`src/rtl/pipe_stage_elastic_if.sv`:
```
// rtl/pipe_stage_elastic_if.sv - handshake bundle for the elastic pipeline stage
interface pipe_stage_elastic_if #(
    parameter int DATA_W = 48
);
    logic              in_valid;
    logic              in_ready;
    logic [DATA_W-1:0] in_data;
    logic              flush;
    logic              out_valid;
    logic              out_ready;
    logic [DATA_W-1:0] out_data;
    logic [1:0]        occupancy;

    // Driven by the surrounding pipeline (upstream producer, downstream consumer, flush source)
    modport master (
        output in_valid, in_data, flush, out_ready,
        input  in_ready, out_valid, out_data, occupancy
    );

    // Driven by the stage itself
    modport slave (
        input  in_valid, in_data, flush, out_ready,
        output in_ready, out_valid, out_data, occupancy
    );
endinterface

```
`src/rtl/pipe_stage_elastic.sv`:
```
// rtl/pipe_stage_elastic.sv - generic-width valid/ready pipeline stage with optional skid entry and flush
module pipe_stage_elastic #(
    parameter int DATA_W = 48,
    parameter int SKID   = 1
) (
    input  logic                clock,
    input  logic                reset,
    pipe_stage_elastic_if.slave bus
);
    // EMPTY: nothing held; ONE: main holds the head; FULL: main + skid both hold data
    typedef enum logic [1:0] {
        ST_EMPTY = 2'd0,
        ST_ONE   = 2'd1,
        ST_FULL  = 2'd2
    } state_t;

    state_t            state;
    logic [DATA_W-1:0] main_data;
    logic [DATA_W-1:0] skid_data;
    logic              main_valid;
    logic              skid_valid;
    logic              in_fire;
    logic              out_fire;

    assign main_valid = (state != ST_EMPTY);
    assign skid_valid = (state == ST_FULL);

    // With a skid entry, in_ready is a pure function of registered state, so it never
    // combinationally depends on out_ready; without it, a full stage can still accept
    // when the downstream drains it in the same cycle.
    if (SKID != 0) begin : g_skid
        assign bus.in_ready = ~skid_valid;
    end else begin : g_noskid
        assign bus.in_ready = ~main_valid | bus.out_ready;
    end

    assign in_fire       = bus.in_valid & bus.in_ready;
    assign out_fire      = main_valid & bus.out_ready;
    assign bus.out_valid = main_valid;
    assign bus.out_data  = main_data;
    assign bus.occupancy = {1'b0, main_valid} + {1'b0, skid_valid};

    // Occupancy state and data movement; flush drops every held entry and the same-cycle input
    always_ff @(posedge clock or posedge reset) begin
        if (reset) begin
            state     <= ST_EMPTY;
            main_data <= '0;
            skid_data <= '0;
        end else if (bus.flush) begin
            state <= ST_EMPTY;
        end else begin
            case (state)
                ST_EMPTY: begin
                    if (in_fire) begin
                        main_data <= bus.in_data;
                        state     <= ST_ONE;
                    end
                end
                ST_ONE: begin
                    if (in_fire && out_fire) begin
                        main_data <= bus.in_data;
                    end else if (in_fire) begin
                        // Only reachable with a skid entry: new data parks behind the head
                        skid_data <= bus.in_data;
                        state     <= ST_FULL;
                    end else if (out_fire) begin
                        state <= ST_EMPTY;
                    end
                end
                ST_FULL: begin
                    if (out_fire) begin
                        main_data <= skid_data;
                        state     <= ST_ONE;
                    end
                end
                default: state <= ST_EMPTY;
            endcase
        end
    end
endmodule

```
`src/flat_wrapper.sv`:
```
// flat-port wrapper written by rule: the top's interface ports become plain ports
module pipe_stage_elastic_flat 
#(
    parameter int DATA_W = 48,
    parameter int SKID   = 1
)
  (clock, reset, bus_in_valid, bus_in_data, bus_flush, bus_out_ready, bus_in_ready, bus_out_valid, bus_out_data, bus_occupancy);
  pipe_stage_elastic_if #(.DATA_W(DATA_W)) bus_i ();
  input  logic clock;
  input  logic reset;
  input wire logic [$bits(bus_i.in_valid)-1:0] bus_in_valid;
  input wire logic [$bits(bus_i.in_data)-1:0] bus_in_data;
  input wire logic [$bits(bus_i.flush)-1:0] bus_flush;
  input wire logic [$bits(bus_i.out_ready)-1:0] bus_out_ready;
  output wire logic [$bits(bus_i.in_ready)-1:0] bus_in_ready;
  output wire logic [$bits(bus_i.out_valid)-1:0] bus_out_valid;
  output wire logic [$bits(bus_i.out_data)-1:0] bus_out_data;
  output wire logic [$bits(bus_i.occupancy)-1:0] bus_occupancy;
  assign bus_i.in_valid = bus_in_valid;
  assign bus_i.in_data = bus_in_data;
  assign bus_i.flush = bus_flush;
  assign bus_i.out_ready = bus_out_ready;
  assign bus_in_ready = bus_i.in_ready;
  assign bus_out_valid = bus_i.out_valid;
  assign bus_out_data = bus_i.out_data;
  assign bus_occupancy = bus_i.occupancy;
  pipe_stage_elastic #(.DATA_W(DATA_W), .SKID(SKID)) u_core (.clock(clock), .reset(reset), .bus(bus_i));
endmodule
```
`config.mk`:
```
export PLATFORM = sky130hd
export DESIGN_NAME = pipe_stage_elastic_flat
export DESIGN_NICKNAME = d
export VERILOG_FILES = /design/src/rtl/pipe_stage_elastic_if.sv /design/src/rtl/pipe_stage_elastic.sv /design/src/flat_wrapper.sv
export SDC_FILE = /design/constraint.sdc
export NUM_CORES = 1
export LEC_CHECK = 0
export ABC_AREA = 1
export ABC_CLOCK_PERIOD_IN_PS = 3550
export CAP_MARGIN = 30
export CORE_MARGIN = 4
export CORE_UTILIZATION = 45
export CTS_CLUSTER_DIAMETER = 150
export DETAILED_ROUTE_END_ITERATION = 16
export PLACE_DENSITY_LB_ADDON = 0.2
export SYNTH_ARGS = -nofsm -noshare
export SYNTH_HDL_FRONTEND = slang
export SYNTH_SLANG_ARGS = --single-unit
export TNS_END_PERCENT = 5
```
`constraint.sdc`:
```
create_clock -name clock -period 3.55 [get_ports clock]
set_input_delay 1.065 -clock clock [delete_from_list [all_inputs] [get_ports clock]]
set_output_delay 1.065 -clock clock [all_outputs]
set_load 0.005 [all_outputs]
```
== Word-level counts from Yosys, hierarchy flattened ==
Cells that the tools add are included.
W data, S select, Z words.

* Flip-flop bits (word level): 98
* Latch bits: 0
* RAM bits: 0
* Bits in read-only memories: 0
* Bits of input ports: 53
* Output and inout bits: 52
* Word-level logic and storage cells: 36
* Memories: 0

* Add/subtract/negate cells: 1
* Multipliers: 0
* Div/mod/pow operators: 0
* Magnitude comparators: 0
* Eq/ne operators: 9
* Shift operators: 0
* Muxes and demuxes: 11
* Bitwise gates (word level): 5
* Reductions and logical operators: 7

{| class="wikitable"
|+ Operator list
! cell !! count
|-
| $mux W48 || 3
|-
| $pmux W48 S3 || 1
|-
| $mux W2 || 6
|-
| $reduce_and A4 Y1 || 2
|-
| $ne A3 B3 Y1 const B || 2
|-
| $pmux W2 S3 || 1
|-
| $reduce_and A5 Y1 || 1
|-
| $ne A2 B1 Y1 const B || 2
|-
| $ne A4 B2 Y1 const B || 1
|-
| $ne A3 B2 Y1 const B || 1
|-
| $not A1 Y1 || 3
|-
| $reduce_bool A3 Y1 || 1
|-
| $add A1 B1 Y2 || 1
|-
| $and A1 B1 Y1 || 2
|-
| $eq A2 B1 Y1 const B || 1
|-
| $eq A2 B2 Y1 const B || 1
|-
| $logic_not A2 Y1 || 1
|-
| $ne A2 B2 Y1 const B || 1
|-
| $reduce_bool A2 Y1 || 1
|-
| $logic_and A1 B1 Y1 || 1
|}

== Logic depth before layout (Yosys ltp) ==
Gate-level depths: netlist (run 1).

* Depth after elaboration: 7
* Mapped depth: 9
* Mapped depth without buffers: 7

== Worst setup path after synthesis (run 1) ==
OpenSTA, ideal clock, no wires.

* Path kind: register to output
* Start point: register u_core.state[1]
* End point: output port bus_occupancy[0]
* Data arrival time: 1232 ps
* Path slack: 1253 ps
* Cell stages (with the launch flop): 5
* Path through: dfrtp_1 nand2_1 clkbuf_1 ha_1 inv_1

* Word-level cells in the longest chain between the ends: 2

{| class="wikitable"
|+ RTL lines
! element !! line !! RTL
|-
| from (decl) || pipe_stage_elastic.sv:17 || <nowiki>state_t state;</nowiki>
|-
| from (signal assigned) || pipe_stage_elastic.sv:46 || <nowiki>state <= ST_EMPTY;</nowiki>
|-
| from (signal assigned) || pipe_stage_elastic.sv:50 || <nowiki>state <= ST_EMPTY;</nowiki>
|-
| from (signal assigned) || pipe_stage_elastic.sv:56 || <nowiki>state <= ST_ONE;</nowiki>
|-
| $eq A2 B2 Y1 or $reduce_bool A2 Y1 (tied branches) || pipe_stage_elastic.sv:26, pipe_stage_elastic.sv:25 ||
|-
| $add A1 B1 Y2 (*) || pipe_stage_elastic.sv:41 || <nowiki>assign bus.occupancy = {1'b0, main_valid} + {1'b0, skid_valid};</nowiki>
|-
| to (decl) || flat_wrapper.sv:18 || <nowiki>output wire logic [$bits(bus_i.occupancy)-1:0] bus_occupancy;</nowiki>
|}

Every way passes the cells marked *; elsewhere a longest branch is shown, timed or not.

== Worst setup path after layout (run 1) ==
Same ends and word-level chain as after synthesis.

==> metrics.md, run 1 <==
| Metric | Value |
|---|---|
| Resized Gates After CTS | `0` |
| Pre-CTS WS | `690 ps` |
| Int Pwr | `2.62 mW` |
| Final Hold Vio Count | `0` |
| Sequential share of the synthesized area | `54.9%` |
| Worst r2r dst | `u_core.bus.out_data[13]` |
| Vias per inst | `4.87` |
| Post-Layout Cell Count | `823` |
| Setup TNS Final | `0 ps` |
| Design area | `0.00583 mm^2` |
| Initial antenna violation count | `0` |
| Placed instance area | `0.00561 mm^2` |
| Clk_skew | `12.8 ps` |
| Crit-path cells | `inv_2, nand2_2, ha_1, inv_1, clkdlybuf4s50_1` |
| Synth cell count leaders | `393 x nand2_1, 98 x dfrtp_1, 51 x nand3_1` |
| CP Launch Type | `flip-flop` |
| Leak | `3.08 nW` |
| Req. time, crit path | `2480 ps` |
| Drc violations | `0` |
| Worst-path cell with the longest stage delay | `clkdlybuf4s50_1` |
| Distinct cell type count of the synthesized netlist | `18` |
| Final Cycle Share | `84.6%` |
| Critical path class | `reg -> out` |
| Worst slew pin tran | `949 ps` |
| First-pass GRT wire length | `18300 um` |
| Clock network power share | `19.4%` |
| # nets final | `739` |
| Root Driver | `clkbuf_8` |
| Clk_lat worst skew | `350 ps` |
| Switch Pwr | `1.23 mW` |
| Tot Pwr | `3.85 mW` |
| Total grt overflow | `0` |
| Number of buffers created by CTS | `9` |
| Syn Nets | `651` |
| Worst hold slack | `475 ps` |
| Net Sw Frac | `32.0%` |
| Slew headroom | `36.5%` |
| Cell count after synthesis | `597` |
| ANT nets after route | `0` |
| Buffer and inverter count on the worst path | `3` |
| Initial Utilization | `45.9%` |
| Number of clock sinks | `98` |
| Die X | `108 um` |
| Pin count of the biggest net entering global routing | `56` |
| Fmax | `333 MHz` |
| Die area | `0.0116 mm^2` |
| Core box area | `0.00973 mm^2` |
| Worst r2r path cells | `7` |
| Number of synthesized flops with an enable pin | `0` |
| RSZ-0062 raised after global routing | `false` |
| Most frequent cell after synthesis | `nand2_1` |
| Top-area cell type share of the netlist area | `54.9%` |
| Synth Flop Type | `dfrtp_1` |
| Post-Syn Area | `0.00447 mm^2` |
| Crit path DAT | `1940 ps` |
| Area grow syn2layout | `30.5%` |
| Outcome | `finished clean` |
| Drt wl/cell | `13.1 um` |
| CP Max Fanout | `5` |
| Critical path startpoint | `u_core.state[1]` |
| Crit path max-delay family | `buffers and inverters` |
| Seq pwr share | `47.7%` |
| Peak VDD IR | `347 uV` |
| Power Dens Cells | `661 mW/mm^2` |
| Min-delay worst type | `reg -> reg` |
| Drt total wl | `10800 um` |
| Ant diodes | `0` |
| Num ports | `105` |
| CTS tree | `yes` |
| Final setup vio count | `0` |
| Die H | `108 um` |
| GRT Resource Usage Total | `19.7%` |
| #FFs+latches synth | `98` |
| H-Tree Depth | `3` |
| Slowest stage delay, CP | `500 ps` |
| Clk slew on worst S/H paths | `90 ps` |
| Routability cong. | `0.750` |
| FFs w/ async S/R, synth | `100%` |
| Port Buffers | `104` |
| CTS Hold Bufs | `0` |
| Synth area leaders | `dfrtp_1 55%, nand2_1 33%, nand3_1 5.7%, buf_2 1.9%, buf_4 1.0%` |
| Max-cap viol count | `0` |
| Row cnt | `36` |
| Ys Warns | `0` |
| Minimum clock period | `3000 ps` |
| Setup ws final | `548 ps` |
| Hold endpoint | `u_core.bus.out_data[10]` |
| Syn Area/Cell | `7.48 um^2` |
| Crit path capture type | `output port` |
| Hold Crit Depth | `2` |
| 1st-iter DRT viols | `221` |
| R2R Setup Slk | `1230 ps` |
| Gate power share | `32.8%` |
| Vias post-DR | `4008` |
| Total setup buffers inserted after CTS | `0` |
| Clock tree buffer depth | `2` |
| Number of global-route vias before repair | `3834` |
| Hold Startpoint | `u_core.bus.out_data[10]` |
| Yosys top cell by area | `dfrtp_1` |
| Detail Placement HPWL | `6880 um` |
| Fin util | `59.9%` |
| Slew Limit Fails | `0` |
| Post-Place Cells | `807` |
| Layout cells sized above 1 | `5.22%` |
| FF-to-FF Start | `u_core.state[0]` |
| Router iterations before antenna repair | `4` |
[logic make-up (layout without fill, tap and decap cells)]
group,count (synthesis),in the layout,share of synthesized area [%]
buffers and inverters,43,136,4.59
DFF,98,98,54.9
AOI/OAI and AO/OA,4,4,0.616
and+or+nand+nor,451,451,39.6
adders and majority gates,1,1,0.280
[power by group through the flow]
| stage | Clock, mW | Combinational [mW] | Sequential (mW) |
|---|---|---|---|
| after detailed placement | 0 | 1.28 | 1.86 |
| after CTS | 0.776 | 1.29 | 1.84 |
| after global routing | 0.821 | 1.44 | 1.91 |
| final | 0.748 | 1.27 | 1.84 |
| after global placement | 0 | 1.25 | 1.84 |
| after floorplan | 0 | 0.625 | 1.83 |
[sequential cells by signal, indices dropped and copies added, names as in the netlist]
name and flops:
u_core.bus.out_data 48, u_core.skid_data 48, u_core.state 2
[worst max path at each step]
stage	endpoint	slack, ps	cells after the start
after floorplan	bus_occupancy[0]	1250	4
after global placement	u_core.bus.out_data[26]	760	6
after detailed placement	u_core.bus.out_data[13]	690	6
after CTS	bus_occupancy[0]	510	5
after global routing	bus_occupancy[0]	470	5
final	bus_occupancy[0]	550	5
[area by class of cell]
type | count | area, um^2
fillers | 886 | 3900
flip-flops and latches | 98 | 2450
multi-input cells | 456 | 1840
repair buffers | 112 | 1130
well taps | 133 | 166
clock buffers | 11 | 151
clock inverters | 5 | 61.3
inverters | 8 | 33.8
[placed cells by master (no fill, tap or decap), drive strengths merged]
cell type / netlist / final
inv: 8 / 8
o21ai: 2 / 2
clkinvlp: 0 / 1
clkbuf: 11 / 11
clkdlybuf4s50: 0 / 104
nor2: 4 / 4
nand3: 52 / 52
or2: 1 / 1
a21oi: 2 / 2
clkinv: 0 / 3
buf: 24 / 8
nand2: 394 / 394
bufinv: 0 / 1
ha: 1 / 1
dfrtp: 98 / 98
[layer usage]
layer | global-route usage (%) | vias up | routed length [um]
met3 | 2.94 | 13 | 610
met2 | 32.4 | 118 | 5250
met1 | 27.1 | 1882 | 4810
met4 | 5.95 | 0 | 143
li1 | - | 1995 | -
met5 | 0 | - | 0
[worst reg2reg max path, cell delays in order (launching register included)]
cell     delay [ps]
dfrtp_1         440
inv_2            80
nand2_2         140
buf_4           500
o21ai_4         130
nand2_2         720
nand2_1         130
nand2_1         110
(Power assumes the default switching activity.)
==> run 2, diff against run 1 <==
ABC_CLOCK_PERIOD_IN_PS = 2400   (was 3550)
clock period = 2.4 ns   (was 3.55 ns; I/O delays follow)
==> metrics.md, run 2 (same netlist as run 1, synthesis figures left out) <==
| Metric | Value |
|---|---|
| Outcome | `finished clean` |
| Minimum clock period | `2310 ps` |
| Seq pwr share | `48.5%` |
| Drt total wl | `11400 um` |
| H-Tree Depth | `3` |
| Clk_skew | `7.90 ps` |
| Router iterations before antenna repair | `4` |
| Number of buffers created by CTS | `9` |
| Clk slew on worst S/H paths | `80 ps` |
| Routability cong. | `0.796` |
| Area grow syn2layout | `31.7%` |
| Die X | `108 um` |
| Max-cap viol count | `0` |
| Tot Pwr | `5.61 mW` |
| Clock tree buffer depth | `2` |
| Switch Pwr | `1.82 mW` |
| Drc violations | `0` |
| Min-delay worst type | `reg -> reg` |
| CTS tree | `yes` |
| Clock network power share | `16.7%` |
| Req. time, crit path | `1680 ps` |
| Peak VDD IR | `449 uV` |
| Die area | `0.0116 mm^2` |
| Slew Limit Fails | `0` |
| Final Cycle Share | `96.3%` |
| Final setup vio count | `0` |
| Number of clock sinks | `98` |
| Slew headroom | `62.1%` |
| Clk_lat worst skew | `350 ps` |
| Worst slew pin tran | `569 ps` |
| FF-to-FF Start | `u_core.state[1]` |
| Crit path capture type | `output port` |
| Die H | `108 um` |
| Initial antenna violation count | `0` |
| GRT Resource Usage Total | `20.4%` |
| Initial Utilization | `45.9%` |
| First-pass GRT wire length | `18600 um` |
| Buffer and inverter count on the worst path | `2` |
| Commonest non-fill, non-tap cell in the layout | `nand2_1` |
| Port Buffers | `104` |
| Leak | `3.11 nW` |
| Hold Startpoint | `u_core.bus.out_data[4]` |
| RSZ-0062 raised after global routing | `false` |
| Fmax | `433 MHz` |
| Vias post-DR | `4035` |
| Critical path class | `reg -> out` |
| CP Max Fanout | `3` |
| Most frequent cells in the layout | `391 x nand2_1, 103 x clkdlybuf4s50_1, 96 x dfrtp_1` |
| Net Sw Frac | `32.4%` |
| Drt wl/cell | `13.8 um` |
| R2R Setup Slk | `510 ps` |
| CP Launch Type | `flip-flop` |
| # nets final | `747` |
| Power Dens Cells | `954 mW/mm^2` |
| Vias per inst | `4.87` |
| Number of global-route vias before repair | `3832` |
| Slowest stage delay, CP | `520 ps` |
| Root Driver | `clkbuf_8` |
| Crit path DAT | `1590 ps` |
| Core box area | `0.00973 mm^2` |
| Setup TNS Final | `0 ps` |
| Num ports | `105` |
| Final Hold Vio Count | `0` |
| Int Pwr | `3.79 mW` |
| Crit-path cells | `buf_4, nor2_4, clkdlybuf4s50_1` |
| ANT nets after route | `0` |
| Layout cells sized above 1 | `5.90%` |
| 1st-iter DRT viols | `243` |
| Pin count of the biggest net entering global routing | `58` |
| Worst-path cell with the longest stage delay | `clkdlybuf4s50_1` |
| Critical path startpoint | `u_core.state[0]` |
| Crit path max-delay family | `buffers and inverters` |
| Detail Placement HPWL | `7500 um` |
| Total grt overflow | `0` |
| Gate power share | `34.7%` |
| Ant diodes | `0` |
| Row cnt | `36` |
==> run 2: cell types whose count changed in the layout (fill, tap and decap cells not counted), sizes merged <==
cell | before | now
dlygate4sd2 | 0 | 1
bufinv | 1 | 0
buf | 8 | 16
clkinv | 3 | 0
clkbuf | 11 | 13
clkdlybuf4s50 | 104 | 103
inv | 8 | 7
==> run 2: final cells by class <==
class	count	area (um^2)
repair buffers	120	1220
clock buffers	13	159
fillers	899	3850
multi-input cells	456	1840
flip-flops and latches	98	2450
inverters	8	38.8
well taps	133	166
==> run 2: final timing paths <==
check,cells past startpoint,to
setup / recovery,3,bus_occupancy[1]
hold / removal,2,u_core.bus.out_data[4]
setup reg to reg,8,u_core.bus.out_data[45]
hold reg to reg,2,u_core.bus.out_data[4]
max in group asynchronous,3,u_core.skid_data[12]
min in group asynchronous,3,u_core.bus.out_data[33]
==> run 2: worst min-delay path: stages (launching register included) <==
cell and delay, ps:
dfrtp_1 350, nand2_1 50, nand2_1 40
==> run 2: power by group through the flow <==
stage / clock network (mW) / logic (mW) / registers, mW
after floorplan: 0 / 0.925 / 2.71
after global placement: 0 / 1.88 / 2.72
after detailed placement: 0 / 1.95 / 2.75
after CTS: 0.975 / 1.98 / 2.72
after global routing: 1.03 / 2.19 / 2.82
final: 0.939 / 1.95 / 2.72
==> run 2: routing by layer <==
| metal | track usage (%) | share of wire, % | wire, um | up-vias |
|---|---|---|---|---|
| li1 | - | - | - | 2008 |
| met1 | 27.3 | 45 | 5080 | 1904 |
| met2 | 33.5 | 49 | 5530 | 114 |
| met3 | 3.30 | 5.7 | 653 | 9 |
| met4 | 7.30 | 1.1 | 128 | 0 |
| met5 | 0 | 0 | 0 | - |
==> run 2: what timing repair did <==
action	CTS	global route
resized for setup	6	0
setup endpoints to repair	1	0
setup buffers	3	0
hold buffers	0	0
==> run 2: per-stage QoR <==
step | instance area [um^2] | util [%] | instances | hold WS (ps) | setup slack, ps
after floorplan | 4470 | - | 597 | 449 | 448
after global placement | 5690 | 58.5 | 812 | 453 | 163
after detailed placement | 5690 | 58.5 | 812 | 458 | 134
after CTS | 5880 | 60.5 | 828 | 479 | 64.2
after global routing | 5880 | 60.5 | 828 | 504 | 30.9
final | 5880 | 60.5 | 828 | 472 | 89.7
